### src/rtl/dco_lock_pkg.sv
// dco_lock_pkg: shared types and constants for the DCO frequency-lock controller.
package dco_lock_pkg;

  typedef enum logic [1:0] {
    ST_IDLE,
    ST_SETTLE,
    ST_MEASURE,
    ST_EVAL
  } state_e;

  localparam int NSTAGE = 8;
  localparam int IDX_W  = 3;

  localparam logic [IDX_W-1:0] IDX_MIN = 3'd0;
  localparam logic [IDX_W-1:0] IDX_MAX = 3'd7;

  // Tap index to one-hot lambda code; never returns zero.
  function automatic logic [NSTAGE-1:0] tap_onehot(input logic [IDX_W-1:0] idx);
    logic [NSTAGE-1:0] one;
    one = {{(NSTAGE-1){1'b0}}, 1'b1};
    return one << idx;
  endfunction

endpackage

### src/rtl/dco_lock_ctrl_if.sv
// dco_lock_ctrl_if: control/status bundle between the host/DCO side and the
// lock controller. meas_cnt exists only when DCO_LOCK_MEAS_OUT_EN is defined.
interface dco_lock_ctrl_if
  import dco_lock_pkg::*;
#(
  parameter int CNT_W = 16
);

  logic              enable_req;
  logic              dco_div;
  logic [CNT_W-1:0]  target_cnt;
  logic              enable;
  logic [NSTAGE-1:0] lambda;
  logic              locked;
  logic              sat;
`ifdef DCO_LOCK_MEAS_OUT_EN
  logic [CNT_W-1:0]  meas_cnt;

  modport master (
    output enable_req, dco_div, target_cnt,
    input  enable, lambda, locked, sat, meas_cnt
  );

  modport slave (
    input  enable_req, dco_div, target_cnt,
    output enable, lambda, locked, sat, meas_cnt
  );
`else
  modport master (
    output enable_req, dco_div, target_cnt,
    input  enable, lambda, locked, sat
  );

  modport slave (
    input  enable_req, dco_div, target_cnt,
    output enable, lambda, locked, sat
  );
`endif

endinterface

### src/rtl/dco_edge_sync.sv
// dco_edge_sync: 2-flop synchronizer for the divided DCO clock followed by a
// registered rising-edge detector. One-cycle pulse, 3 clk after the input rise.
module dco_edge_sync (
  input  logic clk,
  input  logic rst_n,
  input  logic din,
  output logic pulse
);

  logic s1_q;
  logic s2_q;
  logic prev_q;
  logic pulse_q;
  logic pulse_d;

  // Rising edge on the synchronized level.
  always_comb begin
    pulse_d = s2_q & ~prev_q;
  end

  // Synchronizer, edge-history and pulse flops, all reset low.
  always_ff @(posedge clk or negedge rst_n) begin
    if (!rst_n) begin
      s1_q    <= 1'b0;
      s2_q    <= 1'b0;
      prev_q  <= 1'b0;
      pulse_q <= 1'b0;
    end else begin
      s1_q    <= din;
      s2_q    <= s1_q;
      prev_q  <= s2_q;
      pulse_q <= pulse_d;
    end
  end

  assign pulse = pulse_q;

endmodule

### src/rtl/dco_lock_ctrl.sv
// dco_lock_ctrl: reference-clocked frequency-lock controller for the DCO.
// Counts divided-DCO edges over a WINDOW-cycle window, steps the one-hot tap
// one stage per evaluation and reports lock after LOCK_N good windows.
// Build option: DCO_LOCK_MEAS_OUT_EN exposes the last window count on meas_cnt.
module dco_lock_ctrl
  import dco_lock_pkg::*;
#(
  parameter int CNT_W    = 16,
  parameter int WINDOW   = 256,
  parameter int SETTLE   = 16,
  parameter int TOL      = 2,
  parameter int LOCK_N   = 4,
  parameter int INIT_IDX = 7
) (
  input  logic            clk,
  input  logic            rst_n,
  dco_lock_ctrl_if.slave  io
);

  localparam int CYC_MAX = (WINDOW > SETTLE) ? WINDOW : SETTLE;
  localparam int CYC_W   = (CYC_MAX > 1) ? $clog2(CYC_MAX) : 1;
  localparam int GOOD_W  = $clog2(LOCK_N + 1);

  localparam logic [CYC_W-1:0]      SETTLE_LAST = CYC_W'(SETTLE - 1);
  localparam logic [CYC_W-1:0]      WINDOW_LAST = CYC_W'(WINDOW - 1);
  localparam logic [GOOD_W-1:0]     GOOD_LOCK   = GOOD_W'(LOCK_N);
  localparam logic [CNT_W-1:0]      CNT_MAX     = '1;
  localparam logic signed [CNT_W:0] TOL_S       = (CNT_W + 1)'(TOL);

  state_e            state_q, state_d;
  logic              enable_q, enable_d;
  logic              locked_q, locked_d;
  logic              sat_q, sat_d;
  logic [IDX_W-1:0]  idx_q, idx_d;
  logic [GOOD_W-1:0] good_q, good_d;
  logic [CYC_W-1:0]  cyc_q, cyc_d;
  logic [CNT_W-1:0]  cnt_q, cnt_d;
`ifdef DCO_LOCK_MEAS_OUT_EN
  logic [CNT_W-1:0]  meas_q, meas_d;
`endif

  logic              edge_pulse;
  logic signed [CNT_W:0] diff;

  dco_edge_sync u_edge_sync (
    .clk   (clk),
    .rst_n (rst_n),
    .din   (io.dco_div),
    .pulse (edge_pulse)
  );

  // Next-state and output computation for the settle/measure/evaluate loop.
  always_comb begin
    state_d  = state_q;
    enable_d = enable_q;
    locked_d = locked_q;
    sat_d    = sat_q;
    idx_d    = idx_q;
    good_d   = good_q;
    cyc_d    = cyc_q;
    cnt_d    = cnt_q;
`ifdef DCO_LOCK_MEAS_OUT_EN
    meas_d   = meas_q;
`endif
    diff = $signed({1'b0, cnt_q}) - $signed({1'b0, io.target_cnt});

    if (!io.enable_req) begin
      // Dropping the request abandons any window; tap and sat are kept.
      state_d  = ST_IDLE;
      enable_d = 1'b0;
      locked_d = 1'b0;
      good_d   = '0;
      cyc_d    = '0;
      cnt_d    = '0;
    end else begin
      unique case (state_q)
        ST_IDLE: begin
          state_d  = ST_SETTLE;
          enable_d = 1'b1;
          cyc_d    = '0;
        end

        ST_SETTLE: begin
          if (cyc_q == SETTLE_LAST) begin
            state_d = ST_MEASURE;
            cyc_d   = '0;
            cnt_d   = '0;
          end else begin
            cyc_d = cyc_q + 1'b1;
          end
        end

        ST_MEASURE: begin
          if (edge_pulse && (cnt_q != CNT_MAX)) begin
            cnt_d = cnt_q + 1'b1;
          end
          if (cyc_q == WINDOW_LAST) begin
            state_d = ST_EVAL;
            cyc_d   = '0;
          end else begin
            cyc_d = cyc_q + 1'b1;
          end
        end

        ST_EVAL: begin
`ifdef DCO_LOCK_MEAS_OUT_EN
          meas_d = cnt_q;
`endif
          cyc_d = '0;
          cnt_d = '0;
          if (diff > TOL_S) begin
            // Too fast: slow down by moving to a longer tap.
            good_d   = '0;
            locked_d = 1'b0;
            if (idx_q != IDX_MAX) begin
              idx_d   = idx_q + 1'b1;
              sat_d   = 1'b0;
              state_d = ST_SETTLE;
            end else begin
              sat_d   = 1'b1;
              state_d = ST_MEASURE;
            end
          end else if (diff < -TOL_S) begin
            // Too slow: speed up by moving to a shorter tap.
            good_d   = '0;
            locked_d = 1'b0;
            if (idx_q != IDX_MIN) begin
              idx_d   = idx_q - 1'b1;
              sat_d   = 1'b0;
              state_d = ST_SETTLE;
            end else begin
              sat_d   = 1'b1;
              state_d = ST_MEASURE;
            end
          end else begin
            sat_d   = 1'b0;
            state_d = ST_MEASURE;
            if (good_q != GOOD_LOCK) begin
              good_d = good_q + 1'b1;
            end
            if (good_d == GOOD_LOCK) begin
              locked_d = 1'b1;
            end
          end
        end

        default: begin
          state_d  = ST_IDLE;
          enable_d = 1'b0;
          locked_d = 1'b0;
          good_d   = '0;
          cyc_d    = '0;
          cnt_d    = '0;
        end
      endcase
    end
  end

  // Controller state and registered outputs.
  always_ff @(posedge clk or negedge rst_n) begin
    if (!rst_n) begin
      state_q  <= ST_IDLE;
      enable_q <= 1'b0;
      locked_q <= 1'b0;
      sat_q    <= 1'b0;
      idx_q    <= IDX_W'(INIT_IDX);
      good_q   <= '0;
      cyc_q    <= '0;
      cnt_q    <= '0;
`ifdef DCO_LOCK_MEAS_OUT_EN
      meas_q   <= '0;
`endif
    end else begin
      state_q  <= state_d;
      enable_q <= enable_d;
      locked_q <= locked_d;
      sat_q    <= sat_d;
      idx_q    <= idx_d;
      good_q   <= good_d;
      cyc_q    <= cyc_d;
      cnt_q    <= cnt_d;
`ifdef DCO_LOCK_MEAS_OUT_EN
      meas_q   <= meas_d;
`endif
    end
  end

  assign io.enable = enable_q;
  assign io.lambda = tap_onehot(idx_q);
  assign io.locked = locked_q;
  assign io.sat    = sat_q;
`ifdef DCO_LOCK_MEAS_OUT_EN
  assign io.meas_cnt = meas_q;
`endif

endmodule

### src/flat_wrapper.sv
// flat-port wrapper written by rule: the top's interface ports become plain ports
module dco_lock_ctrl_flat import dco_lock_pkg::*;
#(
  parameter int CNT_W    = 16,
  parameter int WINDOW   = 256,
  parameter int SETTLE   = 16,
  parameter int TOL      = 2,
  parameter int LOCK_N   = 4,
  parameter int INIT_IDX = 7
)
  (clk, rst_n, io_enable_req, io_dco_div, io_target_cnt, io_enable, io_lambda, io_locked, io_sat);
  dco_lock_ctrl_if #(.CNT_W(CNT_W)) io_i ();
  input  logic clk;
  input  logic rst_n;
  input wire logic [$bits(io_i.enable_req)-1:0] io_enable_req;
  input wire logic [$bits(io_i.dco_div)-1:0] io_dco_div;
  input wire logic [$bits(io_i.target_cnt)-1:0] io_target_cnt;
  output wire logic [$bits(io_i.enable)-1:0] io_enable;
  output wire logic [$bits(io_i.lambda)-1:0] io_lambda;
  output wire logic [$bits(io_i.locked)-1:0] io_locked;
  output wire logic [$bits(io_i.sat)-1:0] io_sat;
  assign io_i.enable_req = io_enable_req;
  assign io_i.dco_div = io_dco_div;
  assign io_i.target_cnt = io_target_cnt;
  assign io_enable = io_i.enable;
  assign io_lambda = io_i.lambda;
  assign io_locked = io_i.locked;
  assign io_sat = io_i.sat;
  dco_lock_ctrl #(.CNT_W(CNT_W), .WINDOW(WINDOW), .SETTLE(SETTLE), .TOL(TOL), .LOCK_N(LOCK_N), .INIT_IDX(INIT_IDX)) u_core (.clk(clk), .rst_n(rst_n), .io(io_i));
endmodule
### config.mk
export PLATFORM = sky130hd
export DESIGN_NAME = dco_lock_ctrl_flat
export DESIGN_NICKNAME = d
export VERILOG_FILES = /design/src/rtl/dco_lock_pkg.sv /design/src/rtl/dco_lock_ctrl_if.sv /design/src/rtl/dco_edge_sync.sv /design/src/rtl/dco_lock_ctrl.sv /design/src/flat_wrapper.sv
export SDC_FILE = /design/constraint.sdc
export NUM_CORES = 1
export LEC_CHECK = 0
export ABC_CLOCK_PERIOD_IN_PS = 9350
export BUFFER_PORTS_ARGS = -buffer_cell sky130_fd_sc_hd__buf_2
export CAP_MARGIN = 20
export CORE_UTILIZATION = 54
export DETAILED_ROUTE_END_ITERATION = 6
export PLACE_DENSITY = 0.74
export RECOVER_POWER = 50
export SETUP_SLACK_MARGIN = 0.5
export SLEW_MARGIN = 15
export SYNTH_ARGS = -nofsm -noshare
export SYNTH_HDL_FRONTEND = slang
export SYNTH_SLANG_ARGS = --single-unit
### constraint.sdc
create_clock -name clk -period 9.35 [get_ports clk]
set_clock_uncertainty 0.05 [all_clocks]
set_input_delay 1.87 -clock clk [delete_from_list [all_inputs] [get_ports clk]]
set_output_delay 1.87 -clock clk [all_outputs]
set_load 0.02 [all_outputs]
==> flow_summary_export.csv <==
group,metric,value,unit
floorplan,overall_die_height,78.1,um
min_path,hold_path_startpoint,"u_core.u_edge_sync.s1_q",
grt,overflow,0,
worst_setup_path,cpPeakStageDelay,0.56,ns
synthesis,synth-main-ff-cell,"dfrtp_1",
routing,wl,6.95,mm
synthesis,synth_enable_flop_cells,0,
power,static-leakage-power,1.58,nW
routing,vias,2831,
sta,layout_min_cycle_time,5.19,ns
worst_setup_path,critical_path_endpoint_category,"flop",
sta,timing_worst_slew_pin_value,2.02,ns
power,power_density,121,nW/um2
sta,fmax,193,MHz
routing,post_drt_wl_per_cell,14.3,um
synthesis,ys_async_sr_fraction,100,%
finish,num-nets-final,454,
placed_design,place_area,3330,um2
min_path,hold_crit_path_type,"reg -> reg",
sta,slew-limit-headroom,-34.7,%
run,cap_violations,1,
synthesis,post_synth_inst_count,382,
synthesis,synth_top_area_share,28.8,%
clocking,clk_pin_slew,0.08,ns
clocking,tritoncts,"done",
clocking,cts_made_buffers,5,
placed_design,pre_cts_slack,3.87,ns
synthesis,syn-num-nets,424,
floorplan,ios,31,
worst_setup_path,worstSetupPathType,"in -> reg",
grt,grt_max_degree,40,
worst_setup_path,r2r.worst_path.cells,10,
synthesis,syn_warnings,0,
synthesis,netlist-cell-type-count,57,
finish,proportion_of_layout_cells_with_a_drive_suffix_above_1,11.6,%
clocking,worst_skew_pair.late_latency,0.29,ns
clocking,clkSinkCount,39,
placed_design,routabilityCongestion,0.922,
power,internal_power_contribution,0.273,mW
routing,final_antenna_net_count,0,
synthesis,yosysSeqAreaShare,31.3,%
placed_design,dpl.hpwl,5.25,mm
sta,slew_violations,40,
routing,first_pass_iters,4,
power,p_sw,0.139,mW
worst_setup_path,setup.worst_path.start_class,"input port",
power,p_comb_share,26.8,%
clocking,post_cts.resized_instances,0,
worst_setup_path,worst_r2r_endpoint,"u_core.idx_q[1]",
synthesis,synth.ff_latch_count,39,
grt,grt_util_all_layers,24.9,%
sta,final_count_of_hold_timing_violations,0,
power,clock_power_share,26.2,%
sta,setup_ws,4.16,ns
synthesis,syn_area_per_cell,8.18,um2
finish,area_growth_syn_to_layout,9.13,%
min_path,timing.hold.worst_endpoint,"u_core.u_edge_sync.s2_q",
run_status,outcome,"finished, violations left",
sta,report.final.setup_viol,0,
worst_setup_path,slowest_stage,"or4b_4",
floorplan,design.core.area,5540,um2
clocking,cts.root.buffer_cell,"clkbuf_8",
routing,first_iter_violations,151,
synthesis,post_synth_main_area_contributors,"dfrtp_1 29%, ha_1 8.0%, o21ai_0 6.2%, nand2_1 5.4%, a21oi_1 3.4%",
floorplan,die_width,78.1,um
worst_setup_path,crit_chain,"buf_2, inv_1, ha_1, a21oi_2, nand2_1, a221o_1, or3_1, a2111o_1, or4b_4, o21ai_2, fa_1, mux2_1",
routing,vias_per_cell,5.84,
worst_setup_path,arrival,5.36,ns
sta,timing.hold.ws,0.312,ns
power,max-vdd-ir-drop,93.1,uV
clocking,cts_hold_buffers,0,
grt,global_route_wire_length_before_repair,12.3,mm
worst_setup_path,r2r_setup_slk,5.37,ns
floorplan,die_area,6100,um2
min_path,min_delay_path_depth,0,
sta,finalSetupTns,0,ns
clocking,clock_path_buffers,2,
finish,diodes,0,
grt,grt_pass1_vias,2679,
synthesis,yosys.area.top_type,"dfrtp_1",
worst_setup_path,cp.required,9.52,ns
routing,detail_route.drc_violations,0,
clocking,cts_post_setup_buffers_inserted,0,
floorplan,initial_utilization,56.4,%
clocking,cts_max_level,2,
power,sequentialPowerShare,47.0,%
floorplan,placementRows,27,
sta,rsz0062_at_grt,"no",
placed_design,portbufs,30,
run_status,failed_checks,"max-capacitance violations, max-slew violations",
sta,post-route-period-util,55.5,%
power,switching_share,33.7,%
finish,summed_area_of_non_filler_cells_in_the_final_layout,3410,um2
worst_setup_path,worst-path-max-fanout,8,
synthesis,combined_area_of_all_synthesized_cells,3130,um2
grt,grt_antenna_before_repair,0,
worst_setup_path,crit-reg2reg-launch,"u_core.cnt_q[10]",
[layout by cell type (no fill, tap or decap), drive strengths merged, types with 4 or more instances in the layout]
master  instances
nand2          45
o21ai          41
dfrtp          36
inv            28
buf            28
nor2           25
a21oi          22
ha             20
nand3          13
xor2           10
nor3            9
clkbuf          9
and4            8
and3            8
xnor2           8
nor3b           8
nand2b          7
and2            7
a21o            6
o21a            6
nand4           6
nor2b           5
a31oi           4
o31ai           4
[worst max-delay path, delay by kind of cell]
family,cells,cell delay [ns]
and+or+nand+nor,3,1.00
adders and majority gates,2,0.82
buffers and inverters,2,0.10
AOI/OAI and AO/OA,4,1.24
muxes,1,0.30
[registers in the layout, indices dropped and copies added, names as in the netlist]
register	flops
u_core.cnt_q	16
u_core.cyc_q	8
u_core.good_q	3
u_core.idx_q	3
u_core.io.enable	1
u_core.io.locked	1
u_core.io.sat	1
u_core.state_q	2
u_core.u_edge_sync.prev_q	1
u_core.u_edge_sync.pulse	1
u_core.u_edge_sync.s1_q	1
u_core.u_edge_sync.s2_q	1
[cell type report]
cell class                      instances  area, um2
Tap cell                               72       90.1
Inverter                               28        105
Clock inverter                          1       5.00
Fill cell                             501       2130
Multi-Input combinational cell        308       2010
Timing Repair Buffer                   30        148
Sequential cell                        39        980
Clock buffer                            7       76.3
[power by group through the flow]
stage	Clock [mW]	Combinational, mW	Sequential (mW)
finish	0.108	0.110	0.194
detailed placement	0	0.109	0.197
global placement	0	0.108	0.196
CTS	0.111	0.110	0.194
floorplan	0	0.0761	0.198
global route	0.120	0.125	0.195
[kinds of logic after synthesis]
logic type | count (synthesis) | share of synthesized area [%]
AOI/OAI and AO/OA | 109 | 22.1
and+or+nand+nor | 155 | 26.4
xor gates and xnor gates | 18 | 5.04
DFF | 39 | 31.3
muxes | 4 | 1.40
adders and majority gates | 22 | 9.29
buffers and inverters | 35 | 4.44
[routing by layer]
metal	track usage (%)	vias to the layer above	part of all wire [%]
met5	0	-	0
met4	5.37	0	0.91
met3	3.49	6	4.4
met2	41.3	58	46
met1	34.5	1310	49
li1	-	1457	-
[how the worst max path moves through the flow]
stage | startpoint | to | slack, ns | cells past startpoint
floorplan | io_target_cnt[10] | u_core.idx_q[1] | 4.12 | 12
global placement | io_target_cnt[10] | u_core.idx_q[1] | 3.95 | 12
detailed placement | io_target_cnt[10] | u_core.idx_q[1] | 3.87 | 12
CTS | io_target_cnt[10] | u_core.idx_q[1] | 4.18 | 12
global route | io_target_cnt[0] | u_core.idx_q[1] | 4.05 | 12
finish | io_target_cnt[10] | u_core.idx_q[1] | 4.16 | 12
[per-stage QoR]
| stage | power [mW] | utilization [%] | cells |
|---|---|---|---|
| final | 0.412 | 61.6 | 485 |
| after CTS | 0.415 | 61.6 | 485 |
| after global routing | 0.440 | 61.6 | 485 |
| after global placement | 0.304 | 60.1 | 477 |
| after detailed placement | 0.306 | 60.1 | 477 |
| after floorplan | 0.274 | - | 382 |
[synthesized netlist by cell type, drive strengths merged (8+ instances only)]
library cell   n
a21oi         22
nand3         13
nor2          25
and4           8
nor3           9
xor2          10
nand2         45
xnor2          8
nor3b          8
o21ai         41
dfrtp         36
and3           8
ha            20
inv           28
Power figures use the tool's default switching activity.
